File: config.mk
export PLATFORM = sky130hd
export DESIGN_NAME = hazard_forward_unit
export DESIGN_NICKNAME = d
export VERILOG_FILES = /design/src/rtl/hazard_forward_unit.sv
export SDC_FILE = /design/constraint.sdc
export NUM_CORES = 1
export LEC_CHECK = 0
export ABC_CLOCK_PERIOD_IN_PS = 3750
export CORE_MARGIN = 1
export CORE_UTILIZATION = 50
export DETAILED_ROUTE_END_ITERATION = 7
export PLACE_DENSITY = 0.75
export SLEW_MARGIN = 20
export SYNTH_ARGS = -nofsm -noshare
export SYNTH_HDL_FRONTEND = slang
export SYNTH_SLANG_ARGS = --single-unit
File: constraint.sdc
create_clock -name clk -period 3.75 [get_ports clk]
set_clock_uncertainty 0.2 [all_clocks]
set_input_delay 0.9375 -clock clk [delete_from_list [all_inputs] [get_ports clk]]
set_output_delay 0.9375 -clock clk [all_outputs]
set_load 0.005 [all_outputs]
File: src/rtl/hazard_forward_unit.sv
// hazard_forward_unit: Tuse/Tnew stall generation, D/E/M forward selects and MDU busy tracking
module hazard_forward_unit #(
    parameter int REG_AW      = 5,
    parameter int TW          = 2,
    parameter int MULT_CYCLES = 5,
    parameter int DIV_CYCLES  = 10
) (
    input  logic              clk,
    input  logic              reset_n,
    input  logic [REG_AW-1:0] D_rs_addr,
    input  logic [REG_AW-1:0] D_rt_addr,
    input  logic [TW-1:0]     D_tuse_rs,
    input  logic [TW-1:0]     D_tuse_rt,
    input  logic [REG_AW-1:0] D_wa,
    input  logic [TW-1:0]     D_tnew,
    input  logic              D_md_start,
    input  logic              D_md_div,
    input  logic              D_md_use,
    input  logic              flush,
    output logic              stall,
    output logic [1:0]        D_fwd_rs,
    output logic [1:0]        D_fwd_rt,
    output logic [1:0]        E_fwd_rs,
    output logic [1:0]        E_fwd_rt,
    output logic [1:0]        M_fwd_rt,
    output logic              md_busy
);
    localparam int CMAX = DIV_CYCLES > MULT_CYCLES ? DIV_CYCLES : MULT_CYCLES;
    localparam int CW   = $clog2(CMAX + 1);

    logic [REG_AW-1:0] e_rs, e_rt, e_wa, m_rt, m_wa, w_wa;
    logic [TW-1:0]     e_tnew, m_tnew;
    logic              e_md_start, e_md_div;
    logic [CW-1:0]     cnt;
    logic              rs_hz, rt_hz;

    // Closest producer wins; a producer not yet ready yields 0 because stall covers it
    function automatic logic [1:0] fwd_sel(input logic [REG_AW-1:0] a, e, m, w,
                                           input logic e_rdy, m_rdy);
        return a == '0 ? 2'd0 :
               a == e  ? (e_rdy ? 2'd1 : 2'd0) :
               a == m  ? (m_rdy ? 2'd2 : 2'd0) :
               a == w  ? 2'd3 : 2'd0;
    endfunction

    assign rs_hz = D_tuse_rs != '1 && D_rs_addr != '0 &&
                   ((e_wa == D_rs_addr && e_tnew > D_tuse_rs) || (m_wa == D_rs_addr && m_tnew > D_tuse_rs));
    assign rt_hz = D_tuse_rt != '1 && D_rt_addr != '0 &&
                   ((e_wa == D_rt_addr && e_tnew > D_tuse_rt) || (m_wa == D_rt_addr && m_tnew > D_tuse_rt));
    assign stall    = rs_hz || rt_hz || (D_md_use && (cnt != '0 || e_md_start));
    assign md_busy  = cnt != '0;
    assign D_fwd_rs = fwd_sel(D_rs_addr, e_wa, m_wa, w_wa, e_tnew == '0, m_tnew == '0);
    assign D_fwd_rt = fwd_sel(D_rt_addr, e_wa, m_wa, w_wa, e_tnew == '0, m_tnew == '0);
    assign E_fwd_rs = fwd_sel(e_rs, '0, m_wa, w_wa, 1'b0, m_tnew == '0);
    assign E_fwd_rt = fwd_sel(e_rt, '0, m_wa, w_wa, 1'b0, m_tnew == '0);
    assign M_fwd_rt = fwd_sel(m_rt, '0, '0, w_wa, 1'b0, 1'b0);

    always_ff @(posedge clk or negedge reset_n) begin
        if (!reset_n) begin
            {e_rs, e_rt, e_wa, e_tnew, e_md_start, e_md_div} <= '0;
            {m_rt, m_wa, m_tnew} <= '0;
            w_wa <= '0;
            cnt  <= '0;
        end else begin
            if (flush || stall)
                {e_rs, e_rt, e_wa, e_tnew, e_md_start, e_md_div} <= '0;
            else
                {e_rs, e_rt, e_wa, e_tnew, e_md_start, e_md_div} <=
                    {D_rs_addr, D_rt_addr, D_wa, D_tnew, D_md_start, D_md_div};
            if (flush)
                {m_rt, m_wa, m_tnew} <= '0;
            else
                {m_rt, m_wa, m_tnew} <= {e_rt, e_wa, e_tnew == '0 ? e_tnew : e_tnew - 1'b1};
            w_wa <= m_wa;
            // A flush squashes the issuing op but never an MDU operation already running
            cnt  <= (e_md_start && !flush) ? (e_md_div ? CW'(DIV_CYCLES) : CW'(MULT_CYCLES)) :
                    cnt != '0 ? cnt - 1'b1 : cnt;
        end
    end
endmodule

## Yosys cells after proc, flatten, opt, wreduce, memory -nomap -nowiden

Cells that the tools add are included.

| word-level totals | value |
|---|---|
| register bits | 40 |
| input port bits | 27 |
| output and inout bits | 12 |
| logic and storage cells | 93 |

| cells by class | value |
|---|---|
| $add $sub $neg | 2 |
| order comparisons | 4 |
| eq/ne operators | 17 |
| muxes and demuxes | 31 |
| reduce and logical (&&, ||, !) cells | 28 |

Operators with widths:

| operator | number |
|---|---|
| $eq 5x5->1 | 15 |
| $mux 2 | 20 |
| $logic_not 5->1 | 5 |
| $mux 5 | 5 |
| $mux 4 | 3 |
| $logic_and 1x1->1 | 10 |
| $reduce_bool 5->1 | 2 |
| $gt 2x2->1 | 4 |
| $logic_or 1x1->1 | 6 |
| $logic_not 2->1 | 2 |
| $ne 2x2->1 const B | 2 |
| $reduce_bool 4->1 | 1 |
| $sub 4x1->4 const B | 1 |
| $mux 1 | 3 |
| $reduce_bool 2->1 | 1 |
| $sub 2x1->2 const B | 1 |
| $logic_not 1->1 | 1 |

## Longest topological paths before layout

| logic depth | value |
|---|---|
| word-level depth | 8 |
| gate-level depth with buffers | 9 |
| gate-level depth less buffers | 8 |

## Least setup slack after synthesis

No wires, ideal clock.

| timing | value |
|---|---|
| path type | input to output |
| start | input D_rt_addr[1] |
| end | output stall |
| arrival time | 2,283 ps |
| data required time | 2,612 ps |
| setup slack | 329 ps |
| cell stages on the path | 6 |
| cell sequence | or4_4 > o21ai_2 > a211o_1 > o22ai_2 > buf_6 > or3_1 |

| on the way | value |
|---|---|
| word-level cells in the longest chain between the ends | 6 |
| elaborated cells between the ends (all ways) | 10 |

Ends and longest elaborated chain:

| item | line | RTL |
|---|---|---|
| start: declaration | 11 | `input logic [REG_AW-1:0] D_rt_addr,` |
| $eq 5x5->1 | 49 | `((e_wa == D_rt_addr && e_tnew > D_tuse_rt) \|\| (m_wa == D_rt_addr && m_tnew > D_tuse_rt));` |
| $logic_and 1x1->1 | 49 |  |
| $logic_or 1x1->1 | 49 |  |
| $logic_and 1x1->1 * | 48 | `assign rt_hz = D_tuse_rt != '1 && D_rt_addr != '0 &&` |
| $logic_or 1x1->1 * (2 in a row) | 50 | `assign stall = rs_hz \|\| rt_hz \|\| (D_md_use && (cnt != '0 \|\| e_md_start));` |
| end: declaration | 20 | `output logic stall,` |

Mark *: on every way between the ends. The rest lies on a longest branch, timed or not.

## Worst setup path after layout

| timing | value |
|---|---|
| start | input D_rt_addr[2] |
| end | output stall |

Same word-level chain as after synthesis.

==> flow_summary.json <==
{
  "postSynthAreaPerCell_um2": 9.641,
  "pin_count": 39,
  "grt_pass1_wl_mm": 9.384,
  "p_per_area_nw_per_um2": 381.3,
  "fin_nets": 355,
  "relSlewSlack_pct": 43.11,
  "antenna_left": 0,
  "antennaDiodeCount": 0,
  "ys.flop_type": "dfrtp_1",
  "setup.worst_path.start": "D_rt_addr[2]",
  "ys_seq_area_share_pct": 39.18,
  "worstPathRequired_ns": 2.61,
  "synth_area_um2": 2555,
  "peakVddDrop_v": 0.0003120,
  "dp_hpwl_mm": 4.276,
  "rsz0062_at_grt": "no",
  "nFillCells": 393,
  "final_util_pct": 68.94,
  "synth-seq-cells": 40,
  "portBuffers": 38,
  "drv_cap": 0,
  "hold_viol_final": 0,
  "whs_ns": 0.2870,
  "rr_endpoint": "e_wa[1]$_DFF_PN0_",
  "max_clock_freq_mhz": 270.6,
  "finalSetupTns_ns": 0,
  "wl_per_cell_um": 15.72,
  "path_clk_slew_ns": 0.07,
  "clk_latency_ns": 0.29,
  "path_class": "in -> out",
  "cts_max_level": 2,
  "cts_inserted_buffers": 5,
  "dieArea_um2": 5400,
  "p_leak_uw": 0.001577,
  "drive_gt1_share_pct": 17.55,
  "syn-instance-count": 265,
  "fp.dieH_um": 73.49,
  "finalSetupViolations": 0,
  "status": "completed",
  "grt_pass1_vias": 2046,
  "worst_r2r_path_depth": 9,
  "remaining_drc_errors": 0,
  "synth_area_leaders": "dfrtp_1, xor2_1, xnor2_1, nor4_1, nand2b_1",
  "viasPerCell": 5.549,
  "synth_cell_types": 37,
  "rrSetupSlack_ns": 1.27,
  "num_rows": 25,
  "slew_viol_final": 0,
  "hp-class": "reg -> reg",
  "grt_overflow_total": 0,
  "initial_utilization_pct": 53.04,
  "crit_path_max_fanout": 3,
  "holdBufCountCts": 0,
  "async_reset_ff_share_pct": 100.0,
  "startpoint_type": "primary input",
  "arrival_ns": 2.56,
  "die_x_um": 73.49,
  "drt_iter0_markers": 92,
  "placedInstanceArea_um2": 3075,
  "grt_use_total_pct": 23.71,
  "rr_startpoint": "cnt[0]$_DFFE_PN0P_",
  "numClockSinks": 40,
  "first_pass_iters": 4,
  "area_growth_pct": 29.97,
  "grt_start_max_net_pins": 41,
  "wl_mm": 6.066,
  "root_buffer": "clkbuf_8",
  "gp_congestion": 0.8185,
  "fin_area_um2": 3321,
  "yosys_warnings": 0,
  "coreArea_um2": 4817,
  "critPathCaptureType": "output pin",
  "worstSetupEndpoint": "stall",
  "tightest_slew_ns": 0.8533,
  "finalCriticalPeriod_ns": 3.695,
  "vias": 2142,
  "synth_edf_count": 0,
  "synth_nets": 302,
  "synth_top_area_cell": "dfrtp_1",
  "antenna_found_initial": 0,
  "cts_tree": "done",
  "synth_top_area_share_pct": 39.18,
  "finalCritPeriodShare_pct": 98.55,
  "clockBufferDepth": 2
}
[how the worst min path moves through the flow]
stage | from | endpoint | depth (start not counted)
CTS | e_md_div$_DFF_PN0_ | cnt[2]$_DFFE_PN0P_ | 1
detailed placement | e_md_div$_DFF_PN0_ | cnt[2]$_DFFE_PN0P_ | 1
finish | e_md_div$_DFF_PN0_ | cnt[2]$_DFFE_PN0P_ | 1
floorplan | e_tnew[0]$_DFF_PN0_ | m_tnew[0]$_DFF_PN0_ | 1
global route | e_md_div$_DFF_PN0_ | cnt[2]$_DFFE_PN0P_ | 1
global placement | e_md_div$_DFF_PN0_ | cnt[2]$_DFFE_PN0P_ | 1
[state kept, by name (all words and copies together), names as in the netlist]
register	flops
m_tnew	2
e_md_div	1
m_wa	5
m_rt	5
cnt	4
e_md_start	1
e_tnew	2
e_rs	5
w_wa	5
e_wa	5
e_rt	5
[routing by layer]
metal | GRT usage [%] | routed length [µm] | vias to the layer above
met5 | 0 | 0 | -
met4 | 7.479 | 136 | 0
met3 | 6.036 | 231 | 15
met2 | 42.30 | 3246 | 60
met1 | 27.71 | 2453 | 1053
li1 | - | - | 1014
[cell usage in the layout (no fill, tap or decap), types with 2 or more instances in the layout]
cell type | synthesis | routed
dfrtp_1 | 40 | 40
xor2_1 | 32 | 31
xnor2_1 | 24 | 24
nor4_1 | 24 | 24
nand2b_1 | 22 | 22
buf_4 | 1 | 22
clkdlybuf4s50_1 | 0 | 19
nor2b_1 | 12 | 12
inv_1 | 11 | 9
nor2_1 | 8 | 8
nor3_1 | 11 | 7
nand3_1 | 8 | 7
nand2_1 | 7 | 7
ha_1 | 10 | 7
a21oi_1 | 8 | 6
o21ai_0 | 6 | 6
dlygate4sd2_1 | 0 | 6
dlymetal6s2s_1 | 0 | 6
clkbuf_8 | 1 | 5
nor3_2 | 0 | 4
o211ai_1 | 3 | 3
or3_1 | 3 | 3
ha_4 | 0 | 3
inv_2 | 0 | 2
a21oi_2 | 0 | 2
or4_1 | 2 | 2
nor3b_1 | 2 | 2
mux2i_1 | 2 | 2
clkbuf_2 | 0 | 2
buf_2 | 2 | 2
clkdlybuf4s15_2 | 0 | 2
buf_6 | 3 | 2
[stage by stage]
step,total power (µW),setup WS (ns),std cells
after global placement,906.7,-0.5111,373
after global routing,1341,0.01662,386
after floorplan,761.5,0.3290,265
after detailed placement,916.3,-0.5248,373
after CTS,1257,-0.2610,384
final,1266,0.05450,386
[timing repair]
action	in CTS	in global routing
pin swaps	10	16
setup buffers	3	2
endpoints found under the setup margin	5	4
gates cloned	0	0
resized for setup	19	28
[cells in the mapped netlist (6+ instances only)]
master / count
inv_1: 11
xor2_1: 32
o21ai_0: 6
nor4_1: 24
nor3_1: 11
clkbuf_1: 9
nand3_1: 8
a21oi_1: 8
nand2_1: 7
nand2b_1: 22
ha_1: 10
dfrtp_1: 40
nor2_1: 8
xnor2_1: 24
nor2b_1: 12
[cell type report]
| cell class | instances | area, µm² | area share (%) |
|---|---|---|---|
| clock buffers | 5 | 68.82 | 2.072 |
| clock inverters | 3 | 42.54 | 1.281 |
| inverters | 11 | 41.29 | 1.243 |
| multi-input cells | 198 | 1525 | 45.93 |
| flip-flops and latches | 40 | 1001 | 30.14 |
| well taps | 67 | 83.83 | 2.524 |
| repair buffers | 62 | 558.0 | 16.80 |
[critical path, cell delays in order]
cell             delay [ns]
clkdlybuf4s15_1        0.22
or4_4                  0.53
o21ai_4                0.17
a211o_1                0.13
o22ai_2                0.08
or3_1                  0.34
buf_2                  0.14
[kinds of logic after synthesis]
family	synth area share, %
AOI/OAI and AO/OA	7.199
muxes	0.7836
and+or+nand+nor	23.26
DFF	39.18
adders and majority gates	4.897
xor gates and xnor gates	19.20
buffers and inverters	5.485
[where the power goes]
part / internal [µW] / switching (µW) / leakage (µW)
Combinational: 208 / 182 / 0.000986
Sequential: 479 / 52.5 / 0.000536
Clock: 197 / 149 / 0.0000541
Total: 883 / 383 / 0.00158
No activity file was read; power rests on OpenSTA's default activity.
